File: src/rtl/timer_display_if.sv
// timer_display_if: counter input and display/status outputs of timer_display
interface timer_display_if;
  logic [6:0] counter;
  logic [6:0] tens_seg;
  logic [6:0] ones_seg;
  logic       busy;
  logic       done;
  logic       warn;
  logic       time_up;
  modport master (output counter, input tens_seg, ones_seg, busy, done, warn, time_up);
  modport slave (input counter, output tens_seg, ones_seg, busy, done, warn, time_up);
endinterface

File: src/rtl/timer_display.sv
// timer_display: sequential binary-to-BCD countdown display with warn/time_up flags (optional blink via TIMER_DISPLAY_BLINK_EN)
module timer_display #(
  parameter int unsigned WARN_LEVEL = 10,
  parameter int unsigned BLINK_DIV  = 25_000_000
) (
  input logic        clk,
  input logic        restart,
  timer_display_if.slave bus
);
  typedef enum logic [1:0] {IDLE, CAPTURE, CONV, LOAD} state_t;
  state_t     state_q, state_d;
  logic [6:0] src_q, src_d, last_q, last_d;
  logic [7:0] bcd_q, bcd_d, adj;
  logic [2:0] cnt_q, cnt_d;
  logic [6:0] tens_q, tens_d, ones_q, ones_d, tens_seg_q, ones_seg_q;
  logic       busy_q, busy_d, done_q, done_d, valid_q, valid_d;
  logic       warn_q, warn_d, armed_q, armed_d, time_up_q, time_up_d;
  logic       blank_d;
  function automatic logic [6:0] seg7(input logic [3:0] d);
    case (d)
      4'd0: seg7 = 7'b1000000;
      4'd1: seg7 = 7'b1111001;
      4'd2: seg7 = 7'b0100100;
      4'd3: seg7 = 7'b0110000;
      4'd4: seg7 = 7'b0011001;
      4'd5: seg7 = 7'b0010010;
      4'd6: seg7 = 7'b0000010;
      4'd7: seg7 = 7'b1111000;
      4'd8: seg7 = 7'b0000000;
      4'd9: seg7 = 7'b0010000;
      default: seg7 = 7'h7F;
    endcase
  endfunction
  assign adj = {(bcd_q[7:4] >= 4'd5) ? bcd_q[7:4] + 4'd3 : bcd_q[7:4],
                (bcd_q[3:0] >= 4'd5) ? bcd_q[3:0] + 4'd3 : bcd_q[3:0]};
  // Next-state: capture on change, 7 shift-add-3 iterations, then load digits and flags
  always_comb begin
    state_d   = state_q;
    src_d     = src_q;
    last_d    = last_q;
    bcd_d     = bcd_q;
    cnt_d     = cnt_q;
    busy_d    = busy_q;
    done_d    = 1'b0;
    valid_d   = valid_q;
    warn_d    = warn_q;
    armed_d   = armed_q;
    time_up_d = time_up_q;
    tens_d    = tens_q;
    ones_d    = ones_q;
    case (state_q)
      IDLE: state_d = (!valid_q || bus.counter != last_q) ? CAPTURE : IDLE;
      CAPTURE: begin
        src_d   = bus.counter;
        last_d  = bus.counter;
        bcd_d   = 8'd0;
        cnt_d   = 3'd0;
        busy_d  = 1'b1;
        state_d = CONV;
      end
      CONV: begin
        {bcd_d, src_d} = {adj, src_q} << 1;
        cnt_d   = cnt_q + 3'd1;
        state_d = (cnt_q == 3'd6) ? LOAD : CONV;
      end
      LOAD: begin
        tens_d    = (last_q > 7'd99) ? 7'b0111111 : seg7(bcd_q[7:4]);
        ones_d    = (last_q > 7'd99) ? 7'b0111111 : seg7(bcd_q[3:0]);
        valid_d   = 1'b1;
        busy_d    = 1'b0;
        done_d    = 1'b1;
        warn_d    = (last_q != 7'd0) && ({25'd0, last_q} <= WARN_LEVEL);
        armed_d   = armed_q | (last_q != 7'd0);
        time_up_d = time_up_q | (armed_q && last_q == 7'd0);
        state_d   = IDLE;
      end
    endcase
  end
`ifdef TIMER_DISPLAY_BLINK_EN
  logic [31:0] div_q, div_d;
  logic        phase_q, phase_d;
  // Free-running blink divider: phase flips every BLINK_DIV cycles
  always_comb begin
    div_d   = (div_q == BLINK_DIV - 1) ? 32'd0 : div_q + 32'd1;
    phase_d = (div_q == BLINK_DIV - 1) ? ~phase_q : phase_q;
  end
  // Divider state register
  always_ff @(posedge clk) begin
    div_q   <= restart ? 32'd0 : div_d;
    phase_q <= restart ? 1'b0 : phase_d;
  end
  assign blank_d = warn_d & phase_d;
`else
  logic [31:0] unused_blink;
  assign unused_blink = BLINK_DIV;
  assign blank_d = 1'b0;
`endif
  // State and output registers; blanking folds into the segment register so it adds no latency
  always_ff @(posedge clk) begin
    if (restart) begin
      state_q    <= IDLE;
      src_q      <= '0;
      last_q     <= '0;
      bcd_q      <= '0;
      cnt_q      <= '0;
      busy_q     <= 1'b0;
      done_q     <= 1'b0;
      valid_q    <= 1'b0;
      warn_q     <= 1'b0;
      armed_q    <= 1'b0;
      time_up_q  <= 1'b0;
      tens_q     <= 7'h7F;
      ones_q     <= 7'h7F;
      tens_seg_q <= 7'h7F;
      ones_seg_q <= 7'h7F;
    end else begin
      state_q    <= state_d;
      src_q      <= src_d;
      last_q     <= last_d;
      bcd_q      <= bcd_d;
      cnt_q      <= cnt_d;
      busy_q     <= busy_d;
      done_q     <= done_d;
      valid_q    <= valid_d;
      warn_q     <= warn_d;
      armed_q    <= armed_d;
      time_up_q  <= time_up_d;
      tens_q     <= tens_d;
      ones_q     <= ones_d;
      tens_seg_q <= blank_d ? 7'h7F : tens_d;
      ones_seg_q <= blank_d ? 7'h7F : ones_d;
    end
  end
  assign bus.tens_seg = tens_seg_q;
  assign bus.ones_seg = ones_seg_q;
  assign bus.busy     = busy_q;
  assign bus.done     = done_q;
  assign bus.warn     = warn_q;
  assign bus.time_up  = time_up_q;
endmodule

File: src/flat_wrapper.sv
// flat-port wrapper written by rule: the top's interface ports become plain ports
module timer_display_flat 
#(
  parameter int unsigned WARN_LEVEL = 10,
  parameter int unsigned BLINK_DIV  = 25_000_000
)
  (clk, restart, bus_counter, bus_tens_seg, bus_ones_seg, bus_busy, bus_done, bus_warn, bus_time_up);
  timer_display_if bus_i ();
  input logic clk;
  input logic restart;
  input wire logic [$bits(bus_i.counter)-1:0] bus_counter;
  output wire logic [$bits(bus_i.tens_seg)-1:0] bus_tens_seg;
  output wire logic [$bits(bus_i.ones_seg)-1:0] bus_ones_seg;
  output wire logic [$bits(bus_i.busy)-1:0] bus_busy;
  output wire logic [$bits(bus_i.done)-1:0] bus_done;
  output wire logic [$bits(bus_i.warn)-1:0] bus_warn;
  output wire logic [$bits(bus_i.time_up)-1:0] bus_time_up;
  assign bus_i.counter = bus_counter;
  assign bus_tens_seg = bus_i.tens_seg;
  assign bus_ones_seg = bus_i.ones_seg;
  assign bus_busy = bus_i.busy;
  assign bus_done = bus_i.done;
  assign bus_warn = bus_i.warn;
  assign bus_time_up = bus_i.time_up;
  timer_display #(.WARN_LEVEL(WARN_LEVEL), .BLINK_DIV(BLINK_DIV)) u_core (.clk(clk), .restart(restart), .bus(bus_i));
endmodule
File: config.mk
export PLATFORM = sky130hd
export DESIGN_NAME = timer_display_flat
export DESIGN_NICKNAME = d
export VERILOG_FILES = /design/src/rtl/timer_display_if.sv /design/src/rtl/timer_display.sv /design/src/flat_wrapper.sv
export SDC_FILE = /design/constraint.sdc
export NUM_CORES = 1
export LEC_CHECK = 0
export ABC_CLOCK_PERIOD_IN_PS = 3400
export CAP_MARGIN = 15
export CORE_ASPECT_RATIO = 0.6
export CORE_UTILIZATION = 52
export CTS_CLUSTER_DIAMETER = 30
export DETAILED_ROUTE_END_ITERATION = 7
export PLACE_DENSITY = 0.84
export SETUP_SLACK_MARGIN = 0.2
export SLEW_MARGIN = 20
export SYNTH_ARGS = -nofsm -noshare
export SYNTH_HDL_FRONTEND = slang
export SYNTH_SLANG_ARGS = --single-unit
File: constraint.sdc
create_clock -name clk -period 3.4 [get_ports clk]
set_input_delay 0.68 -clock clk [delete_from_list [all_inputs] [get_ports clk]]
set_output_delay 0.68 -clock clk [all_outputs]
set_load 0.005 [all_outputs]
After elaboration in Yosys (flattened, before gate mapping)
Memories as Yosys holds them, arrays and structs flattened. A register that Yosys moved wholly into a read port is not among the register bits.
Cells that the tools add are included.

storage, ports and cells
  bits in registers = 47
  bits in read-only memories = 224
  bits of input ports = 9
  memories = 2

memories
  name              depth  width  read ports  clocked after memory_dff  write ports  line                 RTL
  (name not given)  16     7      1           1                         0            timer_display.sv:20  case (d)
  (name not given)  16     7      1           1                         0            timer_display.sv:20

cells by class
  $add $sub $neg = 3
  magnitude comparators = 4
  equality and inequality tests = 5
  muxes and demuxes = 16
  bitwise gates (word level) = 2
  reduce and logical (&&, ||, !) cells = 9

operators with widths
  kind                                                                                 number
  4-bit two-way mux                                                                    5
  8-bit case mux with 2 select lines                                                   1
  7-bit two-way mux                                                                    2
  7-bit case mux with 2 select lines                                                   1
  4-bit by 3-bit greater-or-equal comparator with 1-bit output, second input constant  2
  2-bit case mux with 4 select lines                                                   1
  7-bit > comparator, second input constant                                            1
  7-bit by 4-bit less-or-equal comparator with 1-bit output, second input constant     1
  7-bit logical NOT                                                                    1
  7-bit inequality test                                                                1
  7-bit nonzero test                                                                   1
  3-bit case mux with 2 select lines                                                   1
  4-bit by 2-bit adder with 4-bit output, second input constant                        1
  2-bit == test, second input constant                                                 2
  2-bit nonzero test                                                                   2
  3-bit by 1-bit adder with 3-bit output, second input constant                        1
  3-bit by 2-bit adder with 3-bit output, second input constant                        1
  3-bit == test, second input constant                                                 1
  1-bit two-way mux                                                                    3
  3-bit two-way mux                                                                    1
  2-bit by 1-bit == test with 1-bit output, second input constant                      1
  1-bit logical AND                                                                    2
  2-bit logical NOT                                                                    1
  1-bit OR                                                                             2
  other kinds (3)                                                                      3

Longest topological paths before layout
Gate-level depths: netlist of the first run.

  word-level depth = 5
  gate-level depth with buffers = 11

Worst setup path before layout of the first run
No wires, ideal clock.

  kind = input to register
  start point = input restart
  end point = register with a tool-made name
  library setup time = 0.086 ns
  arrival = 2.497 ns
  data required time = 3.314 ns
  slack = 0.817 ns
  stages = 8
  cell sequence = buf_2 buf_1 clkbuf_1 buf_1 nor2_1 ha_1 mux2_4 a221oi_2

RTL lines
  element      line                RTL
  from (decl)  flat_wrapper.sv:10  input logic restart;

==> key figures, run 1 <==
Run status
  – Outcome: finished, violations left
  – Failing checks: design-rule violations

Finish
  – Nets: 349
  – Synth-to-layout area growth: 18.0%
  – Layout Cells excl Fill: 391
  – FILL cells: 436
  – Register area: around 1200 um^2
  – Number of diodes: 0
  – Multi-input gate area: 1500 um^2
  – Share of cells above drive strength 1: about a tenth

Clock network
  – Number of buffers created by CTS: 9
  – Hold_buf cts: 0
  – Root Buffer: clkbuf_8
  – H-tree lvl count: 3
  – Clk pin slew, worst setup/hold paths: approximately 0.060 ns
  – TritonCTS clock tree: done
  – Longest Clk Path Bufs: 2
  – Gates resized, CTS repair: 0
  – Skew-Pair Late Insertion Delay: ~0.34 ns
  – Post CTS Setup Buffer Count: 0
  – CTS Sinks: roughly 60

STA
  – Worst setup margin: 0.712 ns
  – Crit share post-route: around four fifths
  – Slew Viols, Final: 0
  – Fin crit period: 2.69 ns
  – Worst slew pin tran: around 0.7 ns
  – Worst Skew: 0.00924 ns
  – Setup violators final: 0
  – RSZ-0062 raised after global routing: no
  – Hold Vio Cnt, Final: 0
  – Max frequency: 0.372 GHz
  – Worst relative slew slack: 52.6%
  – Setup TNS: 0 ns
  – WHS: around 0.44 ns

Global routing
  – First-pass GRT wire length: 10100 um
  – Pin count of the biggest net entering global routing: 27
  – Vias in the first global route: 2082
  – GRT Residual Overflow: 0
  – GRT Util Overall: a little under a quarter
  – Initial antenna violation count: 0

Setup path
  – Required time of the critical path: between 3 and 4 ns
  – Setup CP Type: flop to flop
  – Worst path arrival time: 2.89 ns
  – Worst-path fanout max: 14
  – Reg2reg start: u_core.state_q[0]$_SDFF_PP0_
  – Startpoint types: flop
  – Critical Path Sink Type: flop
  – Critical Path Start: u_core.state_q[0]$_SDFF_PP0_
  – R2R Setup Slk: just over 0.7 ns
  – R2R depth: 10

Pwr
  – Lkg Pwr: 1.28 nW
  – Pwr Total: 1.82 mW
  – Worst VDD drop: 0.274 mV
  – Power Dens Cells: 541 nW/um^2

Placed design
  – Input/output buffers: 26
  – Dpl hpwl: 4290 um
  – Dpl cells: 375
  – GPL Wtd Cong: between 0.8 and 0.9
  – Pre-CTS setup slack: 0.672 ns

Logic synthesis
  – Mapped Area: roughly 2900 um^2
  – Seq/Total Area, Yosys: a little over two fifths
  – Ys flop type: dfxtp_1
  – Synth Register Bits: 61
  – Library cells used by synthesis: 56
  – Yosys warning total: 0
  – Synth Area per Inst: 9.73 um^2
  – Syn_nets: between 300 and 400
  – Share of flip-flops with an asynchronous set or reset: 0%
  – EDFF count, synth: 0
  – Cells after Synth: roughly 300

Floorplanning
  – Std-Cell Rows: 20
  – Overall die width: 97.6 um
  – Core area: about 5200 um^2
  – Initial core utilization: around 55%
  – Die height: 59.4 um
  – # IOs: 27
  – Die ar.: 5790 um^2

Routing
  – First-pass iteration count of the detailed router: 6
  – Initial DRC Count: around 100
  – Drc violations: 7
  – Post-detailed-route count of antenna-violating nets: 0
  – Drt total wl: ~6100 um
  – Drt via density: 5.74
  – Via count: 2244
  – Routed len/inst: approximately 16 um

Flow run
  – Max-cap violation count: 0

Worst hold path
  – Worst Hold Class: flop to flop
layer usage:
layer	global-route usage, %	wire [um]	part of all wire, %
met1	30.8	3140	51
met2	34.7	2670	44
met4	4.76	4	0.065
met3	8.84	301	4.9
met5	0	0	0
power by group:
group          switching, mW  internal, mW
Clock                  0.270         0.409
Combinational          0.181         0.146
Sequential            0.0393         0.776
Total                  0.490          1.33
synth_stat cells (3+ instances only):
| cell | n | area, um^2 |
|---|---|---|
| o21ai_0 | 6 | 30.0 |
| nand3_1 | 7 | 35.0 |
| nor2_1 | 35 | 131 |
| nor4_1 | 5 | 31.3 |
| o22a_1 | 12 | 105 |
| ha_1 | 20 | 250 |
| nand2_1 | 6 | 22.5 |
| a21o_1 | 6 | 45.0 |
| xnor2_1 | 7 | 61.3 |
| dfxtp_1 | 61 | 1220 |
| nand4_1 | 3 | 18.8 |
| nand2b_1 | 7 | 43.8 |
| nor2b_1 | 8 | 50.1 |
| clkbuf_1 | 7 | 26.3 |
| inv_1 | 14 | 52.6 |
| buf_1 | 3 | 11.3 |
| a211oi_1 | 11 | 82.6 |
| nor3_1 | 3 | 15.0 |
| mux2i_1 | 13 | 130 |
| a221oi_1 | 3 | 26.3 |
| a21oi_1 | 11 | 55.1 |
layout by cell type, fill, tap and decap left out, types with 2 or more instances in the layout:
| cell | instances |
|---|---|
| o21ai_0 | 6 |
| dfxtp_1 | 61 |
| nor3b_1 | 2 |
| and2_1 | 2 |
| xor2_1 | 2 |
| nor2_1 | 35 |
| inv_1 | 14 |
| nor2b_1 | 8 |
| clkinv_2 | 3 |
| clkbuf_1 | 2 |
| a311o_1 | 2 |
| nand4_1 | 3 |
| mux2i_1 | 13 |
| xnor2_1 | 7 |
| nand2b_1 | 7 |
| clkdlybuf4s50_1 | 26 |
| ha_1 | 20 |
| a311oi_1 | 2 |
| nand3_1 | 7 |
| a221oi_1 | 3 |
| a21o_1 | 6 |
| buf_4 | 4 |
| bufinv_16 | 2 |
| o22a_1 | 12 |
| a31oi_1 | 2 |
| nand2_1 | 6 |
| clkbuf_8 | 9 |
| nor3_1 | 3 |
| a211oi_1 | 11 |
| nor4_1 | 5 |
| or2_2 | 2 |
| a21oi_1 | 11 |
| a211o_1 | 2 |
| a2111oi_0 | 2 |
cell families after synthesis:
| kind of cell | Yosys count | share of synthesized area (%) |
|---|---|---|
| xor+xnor | 9 | 2.76 |
| flops | 61 | 42.8 |
| buf+inv | 30 | 4.52 |
| fa+ha+maj | 20 | 8.78 |
| compound gates | 73 | 20.5 |
| mux | 14 | 5.09 |
| simple gates | 86 | 15.5 |
stage by stage:
stage,util [%],cell area [um^2]
detailed placement,61.0,3160
finish,65.0,3360
floorplan,-,2850
global route,65.0,3360
CTS,65.0,3360
global placement,61.0,3160
layout make-up:
type                    count  area share, %
clock buffers              11           3.90
repair buffers             30           8.63
multi-input cells         202           44.6
clock inverters             5           2.23
flip-flops and latches     61           36.3
well taps                  66           2.45
inverters                  16           1.86
worst min path at each step:
stage / depth (start not counted) / startpoint / end / slack, ns
6_report: 1 / flop / u_core.tens_q[2]$_SDFFE_PP1P_ / 0.44
5_1_grt: 1 / flop / u_core.tens_q[0]$_SDFFE_PP1P_ / 0.46
4_1_cts: 1 / flop / u_core.tens_q[2]$_SDFFE_PP1P_ / 0.44
3_5_place_dp: 1 / flop / u_core.ones_q[0]$_SDFFE_PP1P_ / 0.42
3_3_place_gp: 1 / flop / u_core.ones_q[0]$_SDFFE_PP1P_ / 0.41
2_1_floorplan: 1 / flop / u_core.ones_q[0]$_SDFFE_PP1P_ / 0.41
worst max-delay path: stages (launching register included):
cell	delay, ns
dfxtp_1	0.33
inv_1	0.09
ha_1	0.61
inv_4	0.12
nor2_4	0.21
o21ai_1	0.15
a21oi_1	0.26
inv_1	0.13
ha_1	0.31
nor4_1	0.27
a211oi_1	0.08
No activity file was read; power rests on OpenSTA's default activity.
==> run 2, diff against run 1 <==
--- a/config.mk
+++ b/config.mk
@@ -5,7 +5,7 @@
 export SDC_FILE = /design/constraint.sdc
 export NUM_CORES = 1
 export LEC_CHECK = 0
-export ABC_CLOCK_PERIOD_IN_PS = 3400
+export ABC_CLOCK_PERIOD_IN_PS = 2700
 export CAP_MARGIN = 15
 export CORE_ASPECT_RATIO = 0.6
 export CORE_UTILIZATION = 52
==> constraint.sdc (replaced) <==
create_clock -name clk -period 2.7 [get_ports clk]
set_input_delay 0.54 -clock clk [delete_from_list [all_inputs] [get_ports clk]]
set_output_delay 0.54 -clock clk [all_outputs]
set_load 0.005 [all_outputs]
==> key figures, run 2 (same netlist as run 1, synthesis figures left out) <==
Run status
  – Outcome: finished, violations left
  – Failing checks: design-rule violations

Clock network
  – Clk pin slew, worst setup/hold paths: 0.06 ns
  – Longest Clk Path Bufs: 2
  – Number of buffers created by CTS: 9
  – TritonCTS clock tree: done
  – H-tree lvl count: 3
  – CTS Sinks: around 60
  – Root Buffer: clkbuf_8
  – Skew-Pair Late Insertion Delay: 0.35 ns
  – Hold_buf cts: 0

Global routing
  – Initial antenna violation count: 0
  – Pin count of the biggest net entering global routing: 16
  – Vias in the first global route: 2222
  – GRT Residual Overflow: 0
  – First-pass GRT wire length: 10400 um
  – GRT Util Overall: 23.4%

Routing
  – Initial DRC Count: 201
  – Drc violations: 8
  – Via count: 2343
  – Post-detailed-route count of antenna-violating nets: 0
  – Drt total wl: 6570 um
  – Drt via density: 5.80
  – First-pass iteration count of the detailed router: 6
  – Routed len/inst: about 16 um

STA
  – Hold Vio Cnt, Final: 0
  – RSZ-0062 raised after global routing: no
  – Setup violators final: 0
  – Max frequency: 0.411 GHz
  – Worst relative slew slack: roughly 56%
  – Crit share post-route: around 90%
  – Worst slew pin tran: 0.644 ns
  – WHS: 0.436 ns
  – Slew Viols, Final: 0
  – Worst Skew: 0.00999 ns
  – Fin crit period: 2.43 ns
  – Setup TNS: 0 ns

Placed design
  – Dpl hpwl: 4350 um
  – Area of placed instances: 3190 um^2
  – GPL Wtd Cong: 0.912
  – Input/output buffers: 26
  – Dpl cells: 379

Setup path
  – Worst-path fanout max: 9
  – R2R depth: 11
  – Critical Path Sink Type: flop
  – CP max stage cell: dfxtp_1
  – Crit-path cells: inv_1 > ha_1 > inv_4 > nor2_4 > buf_4 > a21o_1 > buf_4 > nand2b_1 > ha_1 > a21oi_1 > or3_1
  – Worst path arrival time: between 2 and 3 ns
  – Setup CP Type: flop to flop
  – Largest stage delay, worst path: 0.37 ns
  – Required time of the critical path: 2.92 ns
  – Startpoint types: flop

Finish
  – Final Util: approximately two thirds
  – Synth-to-layout area growth: 24.0%
  – FILL cells: about 380
  – Nets: 362
  – Number of diodes: 0
  – Layout Cells excl Fill: 404
  – Share of cells above drive strength 1: 17.2%
  – Most common cell after layout, fill and taps aside: dfxtp_1
  – Most frequent cells in the layout: 59 x dfxtp_1, 34 x nor2_1, 26 x clkdlybuf4s50_1, 19 x ha_1, 16 x buf_4
  – Final instance area: 3540 um^2

Pwr
  – Lkg Pwr: 1.36 nW
  – Power Dens Cells: 661 nW/um^2
  – Worst VDD drop: 0.355 mV

Floorplanning
  – # IOs: 27
  – Std-Cell Rows: 20
  – Initial core utilization: 55.0%
  – Die height: 59.4 um
  – Die ar.: 5790 um^2
  – Core area: between 5000 and 6000 um^2
  – Overall die width: ~98 um

Flow run
  – Max-cap violation count: 0

Worst hold path
  – WHS Path Cells: 1
  – Worst Hold Class: flop to flop
==> run 2: changes by cell type in the layout (fill, tap and decap cells not counted), moves of 2 or more <==
cell / before / now
nor4_1: 5 / 3
dfxtp_2: 0 / 2
dfxtp_1: 61 / 59
buf_4: 4 / 16
nor4_2: 1 / 3
a21oi_2: 0 / 2
a21oi_1: 11 / 9
==> run 2: metrics by stage <==
step / power [mW] / worst slack [ns]
floorplan: 1.33 / 0.257
global placement: 1.45 / 0.199
detailed placement: 1.46 / 0.137
CTS: 2.32 / 0.196
global route: 2.43 / 0.169
finish: 2.34 / 0.266
==> run 2: path summary, 6_finish.rpt <==
path / startpoint / end / slack [ns]
worst max register to register: u_core.state_q[0]$_SDFF_PP0_ / flop / 0.27
worst min-delay path: flop / u_core.ones_q[2]$_SDFFE_PP1P_ / 0.44
worst max-delay path: u_core.state_q[0]$_SDFF_PP0_ / flop / 0.27
worst min register to register: flop / u_core.ones_q[2]$_SDFFE_PP1P_ / 0.44
==> run 2: what timing repair did <==
item | in CTS | in global routing
resized for setup | 3 | 13
endpoints found under the hold margin | 0 | 0
setup endpoints to repair | 2 | 11
setup buffers | 0 | 9
pin swaps | 0 | 6
==> run 2: worst max-delay path: cells and delay by family (launching register included) <==
family	cells	cell delay, ns
buffers and inverters	4	0.53
AOI/OAI and AO/OA	2	0.29
DFF	1	0.37
and+or+nand+nor	3	0.52
adders and majority gates	2	0.59
==> run 2: final cells by class <==
cell class	instances	area (um^2)	share of cell area, %
Multi-Input combinational cell	202	1570	44.3
Sequential cell	61	1220	34.6
Timing Repair Buffer	43	392	11.1
Clock buffer	11	131	3.72
Tap cell	66	82.6	2.34
Clock inverter	5	75.1	2.12
Inverter	16	65.1	1.84
==> run 2: routing by layer <==
| metal | GRT usage, % | vias up | wire length, um |
|---|---|---|---|
| met3 | 7.43 | 13 | 460 |
| met4 | 9.52 | 0 | 109 |
| met5 | 0 | - | 0 |
| met1 | 30.5 | 1116 | 3150 |
| met2 | 36.6 | 80 | 2850 |
| li1 | - | 1134 | - |
==> run 2: report_power, final <==
group | internal, mW | total, mW | switching (mW)
clock | 0.515 | 0.860 | 0.345
sequential | 0.977 | 1.03 | 0.0509
combinational | 0.206 | 0.448 | 0.242
